**src/rtl/pc_ras_unit_pkg.sv**
```systemverilog
`default_nettype none
// ============================================================================
// Module      : pc_ras_unit_pkg
// Description : Shared types and constants for the fetch PC / return-address
//               stack unit.
// Revision    : 1.0 - initial release
// ============================================================================
package pc_ras_unit_pkg;

    localparam int WORD_W_DEF    = 32;
    localparam int RAS_DEPTH_DEF = 8;

    typedef logic [WORD_W_DEF-1:0]              word_t;
    typedef logic [$clog2(RAS_DEPTH_DEF)-1:0]   ras_ptr_t;

    localparam word_t PC_INC_DEF = 32'd4;

    // Next-PC source, ordered from lowest to highest priority
    typedef enum logic [1:0] {
        NPC_HOLD  = 2'd0,
        NPC_SEQ   = 2'd1,
        NPC_RET   = 2'd2,
        NPC_REDIR = 2'd3
    } npc_sel_e;

    // Word-aligned targets have both low address bits clear
    function automatic logic is_misaligned(input logic [1:0] lsb);
        return lsb != 2'b00;
    endfunction

endpackage
`default_nettype wire

```
**src/rtl/pc_ras_unit_ras_stack.sv**
```systemverilog
`default_nettype none
// ============================================================================
// Module      : ras_stack
// Description : Circular return-address stack. Push writes top+1, pop moves
//               top down, push+pop replaces the top entry. A push while full
//               overwrites the oldest entry and sets the sticky overflow flag.
// Revision    : 1.0 - initial release
// ============================================================================
module ras_stack #(
    parameter int WORD_W = 32,
    parameter int DEPTH  = 8
) (
    input  logic                       clk_i,
    input  logic                       rst_i,
    input  logic                       push_i,
    input  logic                       pop_i,
    input  logic [WORD_W-1:0]          din_i,
    output logic [WORD_W-1:0]          top_o,
    output logic [$clog2(DEPTH):0]     count_o,
    output logic                       full_o,
    output logic                       empty_o,
    output logic                       ovf_o
);

    localparam int PTR_W = $clog2(DEPTH);
    localparam int CNT_W = PTR_W + 1;
    localparam logic [CNT_W-1:0] CNT_FULL = CNT_W'(DEPTH);

    logic [WORD_W-1:0] mem_q [DEPTH];
    logic [PTR_W-1:0]  top_q, top_d;
    logic [PTR_W-1:0]  wr_ptr;
    logic              wr_en;
    logic [CNT_W-1:0]  cnt_q, cnt_d;
    logic              ovf_q, ovf_d;
    logic              nonempty;

    assign nonempty = (cnt_q != '0);

    // Pointer, count and overflow next-state for push / pop / replace
    always_comb begin
        top_d  = top_q;
        cnt_d  = cnt_q;
        ovf_d  = ovf_q;
        wr_en  = 1'b0;
        wr_ptr = top_q;
        if (push_i && pop_i && nonempty) begin
            // Return consumed and call made together: swap the top entry
            wr_en  = 1'b1;
            wr_ptr = top_q;
        end else if (push_i) begin
            wr_en  = 1'b1;
            wr_ptr = top_q + 1'b1;
            top_d  = top_q + 1'b1;
            if (cnt_q == CNT_FULL) begin
                ovf_d = 1'b1;
            end else begin
                cnt_d = cnt_q + 1'b1;
            end
        end else if (pop_i && nonempty) begin
            top_d = top_q - 1'b1;
            cnt_d = cnt_q - 1'b1;
        end
    end

    // Control state; reset discards the stack without touching storage
    always_ff @(posedge clk_i) begin
        if (rst_i) begin
            top_q <= '0;
            cnt_q <= '0;
            ovf_q <= 1'b0;
        end else begin
            top_q <= top_d;
            cnt_q <= cnt_d;
            ovf_q <= ovf_d;
        end
    end

    // Entry storage, intentionally not reset
    always_ff @(posedge clk_i) begin
        if (wr_en && !rst_i) begin
            mem_q[wr_ptr] <= din_i;
        end
    end

    assign top_o   = mem_q[top_q];
    assign count_o = cnt_q;
    assign full_o  = (cnt_q == CNT_FULL);
    assign empty_o = ~nonempty;
    assign ovf_o   = ovf_q;

endmodule
`default_nettype wire

```
**src/rtl/pc_ras_unit.sv**
```systemverilog
`default_nettype none
// ============================================================================
// Module      : pc_ras_unit
// Description : Fetch program counter with next-PC selection (reset,
//               redirect, predicted return, sequential, hold) and an
//               integrated return-address stack.
//               Optional feature macro PCU_MISALIGN_EN: misaligned redirects
//               go to TRAP_VEC and pulse misalign.
// Revision    : 1.0 - initial release
// ============================================================================
module pc_ras_unit
    import pc_ras_unit_pkg::*;
#(
    parameter int                WORD_W    = 32,
    parameter logic [WORD_W-1:0] PC_INIT   = '0,
    parameter logic [WORD_W-1:0] PC_INC    = WORD_W'(PC_INC_DEF),
    parameter int                RAS_DEPTH = RAS_DEPTH_DEF,
    parameter logic [WORD_W-1:0] TRAP_VEC  = WORD_W'(32'h0000_0080)
) (
    input  logic                         CLK,
    input  logic                         RST,
    input  logic                         ihit,
    input  logic                         stall,
    input  logic                         redirect_en,
    input  logic [WORD_W-1:0]            redirect_pc,
    input  logic                         push_en,
    input  logic [WORD_W-1:0]            push_addr,
    input  logic                         ret_en,
    output logic [WORD_W-1:0]            PC,
    output logic [WORD_W-1:0]            PC4,
    output logic [WORD_W-1:0]            ras_top,
    output logic [$clog2(RAS_DEPTH):0]   ras_count,
    output logic                         ras_empty,
    output logic                         ras_full,
    output logic                         ras_ovf,
    output logic                         misalign
);

    logic [WORD_W-1:0] pc_q, pc_d;
    logic [WORD_W-1:0] redir_tgt;
    logic              advance;
    logic              ret_take;
    logic              do_pop;
    logic              do_push;
    npc_sel_e          npc_sel;

    assign advance  = ihit & ~stall;
    assign ret_take = advance & ret_en & ~ras_empty;
    // A resolved redirect squashes the predicted return, so no pop
    assign do_pop   = ret_take & ~redirect_en;
    assign do_push  = push_en & ~stall;

`ifdef PCU_MISALIGN_EN
    logic misalign_q;

    assign redir_tgt = is_misaligned(redirect_pc[1:0]) ? TRAP_VEC : redirect_pc;

    // One-cycle flag for the edge that took a misaligned redirect
    always_ff @(posedge CLK) begin
        if (RST) begin
            misalign_q <= 1'b0;
        end else begin
            misalign_q <= redirect_en & is_misaligned(redirect_pc[1:0]);
        end
    end

    assign misalign = misalign_q;
`else
    logic unused_trap_vec;

    assign redir_tgt       = redirect_pc;
    assign misalign        = 1'b0;
    assign unused_trap_vec = ^TRAP_VEC;
`endif

    // Next-PC source selection, highest priority last-tested first
    always_comb begin
        npc_sel = NPC_HOLD;
        if (redirect_en) begin
            npc_sel = NPC_REDIR;
        end else if (ret_take) begin
            npc_sel = NPC_RET;
        end else if (advance) begin
            npc_sel = NPC_SEQ;
        end
    end

    // Next-PC data mux
    always_comb begin
        pc_d = pc_q;
        case (npc_sel)
            NPC_REDIR: pc_d = redir_tgt;
            NPC_RET:   pc_d = ras_top;
            NPC_SEQ:   pc_d = PC4;
            default:   pc_d = pc_q;
        endcase
    end

    // Fetch PC register
    always_ff @(posedge CLK) begin
        if (RST) begin
            pc_q <= PC_INIT;
        end else begin
            pc_q <= pc_d;
        end
    end

    assign PC  = pc_q;
    assign PC4 = pc_q + PC_INC;

    ras_stack #(
        .WORD_W (WORD_W),
        .DEPTH  (RAS_DEPTH)
    ) u_ras (
        .clk_i   (CLK),
        .rst_i   (RST),
        .push_i  (do_push),
        .pop_i   (do_pop),
        .din_i   (push_addr),
        .top_o   (ras_top),
        .count_o (ras_count),
        .full_o  (ras_full),
        .empty_o (ras_empty),
        .ovf_o   (ras_ovf)
    );

endmodule
`default_nettype wire
```
**config.mk**
```make
export PLATFORM = sky130hd
export DESIGN_NAME = pc_ras_unit
export DESIGN_NICKNAME = d
export VERILOG_FILES = /design/src/rtl/pc_ras_unit_pkg.sv /design/src/rtl/pc_ras_unit_ras_stack.sv /design/src/rtl/pc_ras_unit.sv
export SDC_FILE = /design/constraint.sdc
export NUM_CORES = 1
export LEC_CHECK = 0
export ABC_AREA = 1
export CORE_ASPECT_RATIO = 2
export CORE_MARGIN = 4
export CORE_UTILIZATION = 35
export CTS_CLUSTER_SIZE = 16
export DETAILED_ROUTE_END_ITERATION = 12
export PLACE_DENSITY = 0.66
export SLEW_MARGIN = 20
export SYNTH_ARGS = -nofsm -noshare
export SYNTH_HDL_FRONTEND = slang
export SYNTH_SLANG_ARGS = --single-unit
```
**constraint.sdc**
```tcl
create_clock -name CLK -period 4.6 [get_ports CLK]
set_clock_uncertainty 0.1 [all_clocks]
set_input_delay 0.92 -clock CLK [delete_from_list [all_inputs] [get_ports CLK]]
set_output_delay 0.92 -clock CLK [all_outputs]
set_load 0.05 [all_outputs]
```
# Word-level counts from Yosys, hierarchy flattened
# Memories as Yosys holds them, arrays and structs flattened. A register that Yosys moved wholly into a read port is not among the register bits.
# Cells that the tools add are included.
[totals]
reg_bits = 40
mem_bits_rw = 256
inputBits = 71
n_memories = 1
[memory_table]
columns = ["memory", "words", "width", "rd", "rd_ports_with_merged_regs", "wr", "line_no", "text"]
rows = [
  ["u_ras.mem_q", 8, 32, 1, 1, 1, "pc_ras_unit_ras_stack.sv:29", "logic [WORD_W-1:0] mem_q [DEPTH];"],
]
[classes]
add_sub_neg = 5
n_eq_ne = 5
mux = 17
bitwise_logic = 9
reduce_logical = 11
[ops]
columns = ["operator", "n"]
rows = [
  ["one-hot mux 32 bit (3 select lines)", 1],
  ["adder 32 x 3 -> 32 bit, second input constant", 1],
  ["two-way mux 3 bit", 6],
  ["two-way mux 4 bit", 3],
  ["AND reduction 3 bit", 2],
  ["AND 1 bit", 5],
  ["two-way mux 1 bit", 5],
  ["adder 4 x 1 -> 4 bit, second input constant", 1],
  ["equality test 2 bit, second input constant", 2],
  ["equality test 4 bit, second input constant", 1],
  ["logical AND 1 bit", 4],
  ["two-way mux 2 bit", 2],
  ["inverter 1 bit", 4],
  ["nonzero test 4 bit", 1],
  ["subtractor 4 x 1 -> 4 bit, second input constant", 1],
  ["adder 3 x 1 -> 3 bit, second input constant", 1],
  ["nonzero test 3 bit", 1],
  ["subtractor 3 x 1 -> 3 bit, second input constant", 1],
  ["equality test 2 x 1 -> 1 bit, second input constant", 1],
  ["inequality test 2 bit, second input constant", 1],
  ["AND reduction 2 bit", 1],
  ["nonzero test 2 bit", 1],
  ["zero test 1 bit", 1],
]

# Depth between registers and ports, before layout
[logic_depth]
ltp_word = 11
ltp_mapped = 14
ltp_nobuf = 12

# Modules after synthesis
# Synthesis repeated with hierarchy kept, for this count alone.
[unflattened]
cells_unflattened = 1361
area_unflattened_um2 = 13530.5
[modules_own_cells]
columns = ["mod", "instances", "cells_each", "area_each_um2", "seq_area_each_um2"]
rows = [
  ["ras_stack", 1, 903, 10826.6, 7907.6],
  ["pc_ras_unit", 1, 458, 2703.8, 640.6],
]

# Worst setup path after synthesis
# OpenSTA, ideal clock, no wires.
[synth_timing]
kind = "input to register"
start = "input port stall"
end = "memory u_ras.mem_q[2][0], enable pin"
setup_time_ps = 421
t_arrival_ps = 3110
required_time_ps = 4079
setup_slack_ps = 969
stages = 7
path_cell_list = "inv_1 > nand2_2 > inv_1 > nand2_1 > o21ai_0 > nand2_1 > nor2_1"
[synth_via]
elab_chain_len = 11
elab_cells_between_ends = 15
classes_between = "mux: 6; bitwise: 6; reduce/logical: 3"
[synth_rtl]
columns = ["element", "line_no", "text"]
rows = [
  ["start, declared", "pc_ras_unit.sv:23", "input logic stall,"],
  ["inverter 1 bit (*)", "pc_ras_unit.sv:47, pc_ras_unit.sv:51", ""],
  ["AND 1 bit", "pc_ras_unit.sv:47", "assign advance = ihit & ~stall;"],
  ["AND 1 bit (2 in series)", "pc_ras_unit.sv:48", "assign ret_take = advance & ret_en & ~ras_empty;"],
  ["AND 1 bit", "pc_ras_unit.sv:50", "assign do_pop = ret_take & ~redirect_en;"],
  ["logical AND 1 bit (2 in series)", "pc_ras_unit_ras_stack.sv:46", "if (push_i && pop_i && nonempty) begin"],
  ["two-way mux 1 bit", "pc_ras_unit_ras_stack.sv:46", ""],
  ["logical AND 1 bit", "pc_ras_unit_ras_stack.sv:80", "if (wr_en && !rst_i) begin"],
  ["two-way mux 1 bit", "pc_ras_unit_ras_stack.sv:80", ""],
  ["two-way mux 1 bit (not written as such)", "pc_ras_unit_ras_stack.sv:81", "mem_q[wr_ptr] <= din_i;"],
  ["end, declared", "pc_ras_unit_ras_stack.sv:29", ""],
]
# Every way passes the cells marked *; elsewhere a longest branch is shown, timed or not.

==> reports/qor.csv <==
metric,value,unit
die_w,146,µm
syn_nets,1404,
synth_edf_count,256,
reg2reg_depth,9,
postCtsResizedCells,0,
synth-simple-area-share,0.223,
p_sw,1.90,mW
ioPinCount,175,
fp-row-count,100,
max_freq,237,MHz
grtUsageTotal,0.186,
critical-path-top-delay-family,buffers and inverters,
final_layout_size_suffix_gt1_frac,0.0684,
clock_latency,0.54,ns
slowest_stage,clkdlybuf4s50_1,
start_kind,register,
root_buffer,clkbuf_16,
synth_top_family_by_area,simple AND/OR/NAND/NOR gates,
grt_pass1_wl,59700,µm
synth.ff_latch_count,299,
p_per_area,393,nW/µm²
setup_ws,0.383,ns
slew_headroom,0.417,
worstHoldStart,u_ras.ovf_o$_SDFFE_PP0P_,
syn_inst,1322,
drtIter0Drc,697,
syn_area,13300,µm²
wirelength,39500,µm
status,"complete, no violations",
grt_max_degree,65,
start_util,0.356,
cts_tree,done,
hold_viol,0,
critical_path_class,register to output pin,
path_buf_inv,2,
p_sw_frac,0.297,
hold_depth,2,
vdd_drop_max,0.250,mV
overflow,0,
setup_viol,0,
endpoint_kind,output pin,
period_minus_slack,4.22,ns
synth.distinct_cells,41,
worstPathCellList,buf_4 > o21ai_0 > o22ai_1 > nand2_1 > nand2_1 > clkdlybuf4s50_1,
place_congestion,0.946,
cp_max_fo,64,
r2r_slack,1.39,ns
synthXorXnorAreaFrac,0.0154,
yosysSeqAreaShare,0.642,
cp_common_cell,nand2_1,
yosys_warnings,0,
cap_violations,0,
synth-compound-area-share,0.0614,
ant_nets,0,
drt-wirelength-per-cell,20.2,µm
syn2layout_area_growth,22.5,%
cts_buffer_depth,3,
die_height,284,µm
fillers,3418,
required,3.58,ns
p_int,4.51,mW
rr_startpoint,u_ras.count_o[0]$_SDFFE_PP0P_,
hold_path_class,register to register,
cts_hold_repair.buffers,0,
slew_viol_final,0,
cts_sinks,299,
numCtsBuffers,24,
path_depth,6,
finalSetupTns,0,ns
rr_endpoint,PC[3]$_SDFFE_PP0P_,
drc,0,
worstMarginPinSlew,0.874,ns
dieArea,41400,µm²
pwr-share-comb,0.209,
seq_area,8550,µm²
power.static_leakage,6.02,nW
dp_hpwl,26800,µm
postCtsSetupBuffers,0,
vias,10200,
cpPeakStageDelay,0.86,ns
antenna_found_initial,3,
h-tree-depth,1,
post-place-ws,0.569,ns
fp.coreArea,37400,µm²
path_clk_slew,0.07,ns
arrival,3.20,ns
grt_pass1_vias,10200,
multiInputGateArea,4210,µm²
yosys.area_share.adder,0.0109,
synthMuxAreaShare,0,
layout.nets,1561,
seq_power_share,0.479,
first_pass_iters,5,
rsz0062_at_grt,false,
placement.io_buffers,173,
clkPwrFrac,0.312,
hold_end,u_ras.ovf_o$_SDFFE_PP0P_,
vias_per_cell,5.20,
synthArstFlopShare,0,
fin_hold_ws,0.395,ns
synth.avg_cell_area,10.1,µm²
timing.final.crit_share,0.917,
synth-main-ff-cell,edfxtp_1,
==> layer usage <==
| metal | track usage | wire, µm |
|---|---|---|
| met1 | 0.201 | 13900 |
| met2 | 0.342 | 21100 |
| met3 | 0.0296 | 2390 |
| met4 | 0.105 | 2120 |
| met5 | 0 | 13 |
==> worst max-delay path by stage <==
stage              from                           to  slack (ns)
2_1_floorplan     stall  u_ras.mem_q[2][0]$_DFFE_PP_        0.97
3_3_place_gp       ihit           PC[3]$_SDFFE_PP0P_        0.71
3_5_place_dp       ihit           PC[3]$_SDFFE_PP0P_        0.57
4_1_cts        register                   ras_top[1]        0.37
5_1_grt        register                   ras_top[1]        0.22
6_report       register                   ras_top[1]        0.38
==> stage by stage <==
step                area, µm²  power, mW   util  cells
global placement        15600       4.46  0.416   1912
floorplan               13300       3.95      -   1322
detailed placement      15600       4.47  0.416   1912
global route            16300       6.65  0.436   1953
finish                  16300       6.41  0.436   1954
CTS                     16300       6.45  0.436   1951
==> cells in the final DEF, fill, tap and decap left out, types with 6 or more instances in the layout <==
cell type and n:
nand2_2 8, a22oi_1 6, a31oi_1 21, xor2_1 12
a21oi_1 59, ha_1 10, o21ai_0 45, clkinv_1 6
nor2_4 14, clkdlybuf4s50_1 169, buf_4 28, edfxtp_1 256
dfxtp_1 41, nand2_1 430, nand3_1 160, or2_2 6
clkbuf_16 25, inv_1 71, nor2_1 67
==> power by group through the flow <==
stage          logic (mW)  clock network [mW]  registers [mW]
6_report             1.34                2.00            3.07
5_1_grt              1.43                2.14            3.08
4_1_cts              1.35                2.04            3.07
3_5_place_dp         1.34                   0            3.13
3_3_place_gp         1.33                   0            3.13
2_1_floorplan       0.727                   0            3.22
==> cell type report <==
type | instances | share of cell area
Sequential cell | 299 | 0.525
Multi-Input combinational cell | 881 | 0.258
Timing Repair Buffer | 199 | 0.119
Clock buffer | 29 | 0.0393
Tap cell | 459 | 0.0352
Inverter | 74 | 0.0171
Clock inverter | 10 | 0.00614
Antenna cell | 3 | 0.000460
==> state kept, by name, summed over array words and instances (netlist names), named ones only <==
signal / count
u_ras.top_q: 3
PC: 32
u_ras.count_o: 4
u_ras.mem_q: 256
u_ras.ovf_o: 1
==> Yosys cell counts, types with 2 or more instances <==
master    number  share of area
nand2_1      430           0.12
edfxtp_1     256           0.58
nand3_1      160          0.060
nor2_1        75          0.021
inv_1         71          0.020
a21oi_1       59          0.022
o21ai_0       45          0.017
dfxtp_1       43          0.065
buf_2         33          0.012
clkbuf_1      23         0.0065
a31oi_1       21         0.0099
xor2_1        12         0.0079
ha_1          10         0.0094
buf_4          8         0.0045
nand2_2        8         0.0038
a22oi_1        6         0.0034
nor2_4         6         0.0051
or2_2          6         0.0028
and2_1         4         0.0019
nand4_1        4         0.0019
o211ai_1       4         0.0023
o22ai_1        4         0.0019
xnor2_1        4         0.0026
xnor2_2        4         0.0049
a22o_1         3         0.0020
nand3_2        3         0.0023
a221oi_1       2         0.0013
buf_1          2        0.00056
buf_6          2         0.0017
inv_2          2        0.00056
nand3b_1       2         0.0011
==> cell families (layout without fill, tap and decap cells) <==
group | count (synthesis) | count (layout)
xor gates and xnor gates | 20 | 20
DFF | 299 | 299
other | 1 | 4
AOI/OAI and AO/OA | 147 | 147
buffers and inverters | 142 | 312
and+or+nand+nor | 702 | 702
adders and majority gates | 11 | 11
==> worst register-to-register path, cell delays in order, from the launching register on <==
cell,delay [ns]
dfxtp_1,0.48
inv_1,0.11
nand4_1,0.20
nand3_2,0.11
a21oi_1,0.48
ha_1,0.40
nand2_1,0.23
inv_1,0.64
a221oi_1,0.18
a21oi_1,0.20
Power figures use the tool's default switching activity.
==> RTL edit: new RTL, same flow settings <==
`WORD_W` is set to 32 in 2 places; all go to 48.
--- a/src/rtl/pc_ras_unit_ras_stack.sv
+++ b/src/rtl/pc_ras_unit_ras_stack.sv
@@ -8,5 +8,5 @@
 // ============================================================================
 module ras_stack #(
-    parameter int WORD_W = 32,
+    parameter int WORD_W = 48,
     parameter int DEPTH  = 8
 ) (
--- a/src/rtl/pc_ras_unit.sv
+++ b/src/rtl/pc_ras_unit.sv
@@ -12,5 +12,5 @@
     import pc_ras_unit_pkg::*;
 #(
-    parameter int                WORD_W    = 32,
+    parameter int                WORD_W    = 48,
     parameter logic [WORD_W-1:0] PC_INIT   = '0,
     parameter logic [WORD_W-1:0] PC_INC    = WORD_W'(PC_INC_DEF),
Ports: changed (5 resized); port bits go from 175 to 255. No check against the original RTL was run, so the function may have changed too.
==> RTL edit against the original RTL <==
- count of clock-buffer cells in the layout up 16
- largest power group unchanged
- design area increased by 50%
- final cell count increased by 51%
- area after synthesis grew 49%
- setup slack lost 0.29 ns
- synthesized cell count grew 46%
- sequential cell count increased by 144
- total power increased by 51%
- global-route usage rose by 1.7 points
- wire length grew 62%
- clock power grew 59%
==> RTL edit: results <==
[placement]
dpl-instance-area_um2 = 23300
dp_hpwl_mm = 43.9
port_buffers = 253
dp_cells = 2873
post-place-ws_ns = 0.580
place_congestion = 0.954

[min_path]
min_path_type = reg -> reg

[logic_synthesis]
synth_edf_count = 384
synthTopCellsByArea = edfxtp_1 (58%), nand2_1 (13%), dfxtp_1 (6.0%), nand3_1 (6.0%), a21oi_1 (1.7%)
yosysWarningCount = 0
yosys-top-cells-count = nand2_1 (671), edfxtp_1 (384), nand3_1 (236), inv_1 (76), nor2_1 (73)
ys_types = 46
async_reset_ff_share_pct = 0
seq_area_frac_synth_pct = 64.1
synthCells = 1935
syn_nets = 2049

[detailed_routing]
wl_per_cell_um = 21.7
drt_first_iter_violations = 1356
vias_per_cell = 5.21
routed_wirelength_mm = 63.9

[layout]
sh_seq_area_pct = 51.9
nets = 2277
drive_gt1_share_pct = 9.82
multi_input_area_um2 = 6410
nonClockInverterCount = 80
clock_buffers = 45
regMostFlops = u_ras.mem_q
buffer_area_share_pct = 12.0
clock_area_share_pct = 4.88
largest_reg_flops = 384
num-fill-cells = 5208
multi_input_cells = 1307
antenna_cells = 4
n_all_buffers = 293

[power]
p_leak_nw = 9.03
ir_drop_v = 0.000224

[global_routing]
grt_max_degree = 133
grt_pass1_wl_mm = 93.8
grt_use_total_pct = 20.3
grt_pass1_vias = 15100
grt_antenna_before_repair = 4

[clock_tree]
cts-root-buf = clkbuf_16
path_clk_slew_ns = 0.07
numCtsBuffers = 38
post-cts-setup-buffers = 0
insertion_delay_ns = 0.56
h-tree-depth = 2
cts.sinks = 443
cts-resized-gates = 0

[worst_setup_path]
worstPathArrival_ns = 3.49
crit_path_max_fanout = 5

[status]
status = finished clean

[floorplan]
core_um2 = 56200

[timing]
relSlewSlack_pct = 33.2
==> RTL edit: cell types whose count changed after synthesis, moves of 16 or more <==
cell | before | now
edfxtp_1 | 256 | 384
nand2_1 | 430 | 671
dfxtp_1 | 43 | 59
clkbuf_1 | 23 | 47
o21ai_0 | 45 | 62
buf_2 | 33 | 51
nand3_1 | 160 | 236
==> RTL edit: cells by family after synthesis <==
kind of cell             after synthesis  synth area share (%)
AND/OR/NAND/NOR                     1064                  23.7
flip-flops                           443                  64.1
AO/OA/AOI/OAI                        192                  5.48
buffers and inverters                185                  3.88
XOR/XNOR                              39                  2.14
adder cells (fa/ha/maj)               11                 0.732
other                                  1                0.0189
==> RTL edit: path summary, 6_finish.rpt <==
path                                       start      end  slack, ns  cells after the start
worst max-delay path                      PC[26]  PC4[42]       0.09                      7
worst max register to register  u_ras.count_o[1]   PC[18]       1.57                     13
worst min register to register    u_ras.top_q[0]     flop       0.43                      2
worst min-delay path              u_ras.top_q[0]     flop       0.43                      2
==> RTL edit: layer usage <==
metal  GRT usage [%]  routed length (um)
met1            23.6               23600
met2            35.7               31700
met3            3.87                4920
met4            10.5                3590
met5               0                  14
==> RTL edit: critical path: stages, from the launching register on <==
cell,delay [ns]
dfxtp_1,0.61
nand2_1,0.15
nor2_1,0.51
nand2_1,0.28
nor2_1,0.18
nand3_1,0.13
xnor2_2,0.22
clkdlybuf4s50_1,0.85
==> RTL edit: power by group <==
part           internal (W)  switching, W
clock               0.00169       0.00148
sequential          0.00445      0.000117
combinational      0.000582       0.00137
==> RTL edit: per-stage QoR <==
step                      utilization, %  total power (W)
after CTS                           43.6          0.00975
after detailed placement            41.5          0.00661
after global routing                43.6           0.0100
after floorplan                        -          0.00581
final                               43.6          0.00968
after global placement              41.5          0.00658
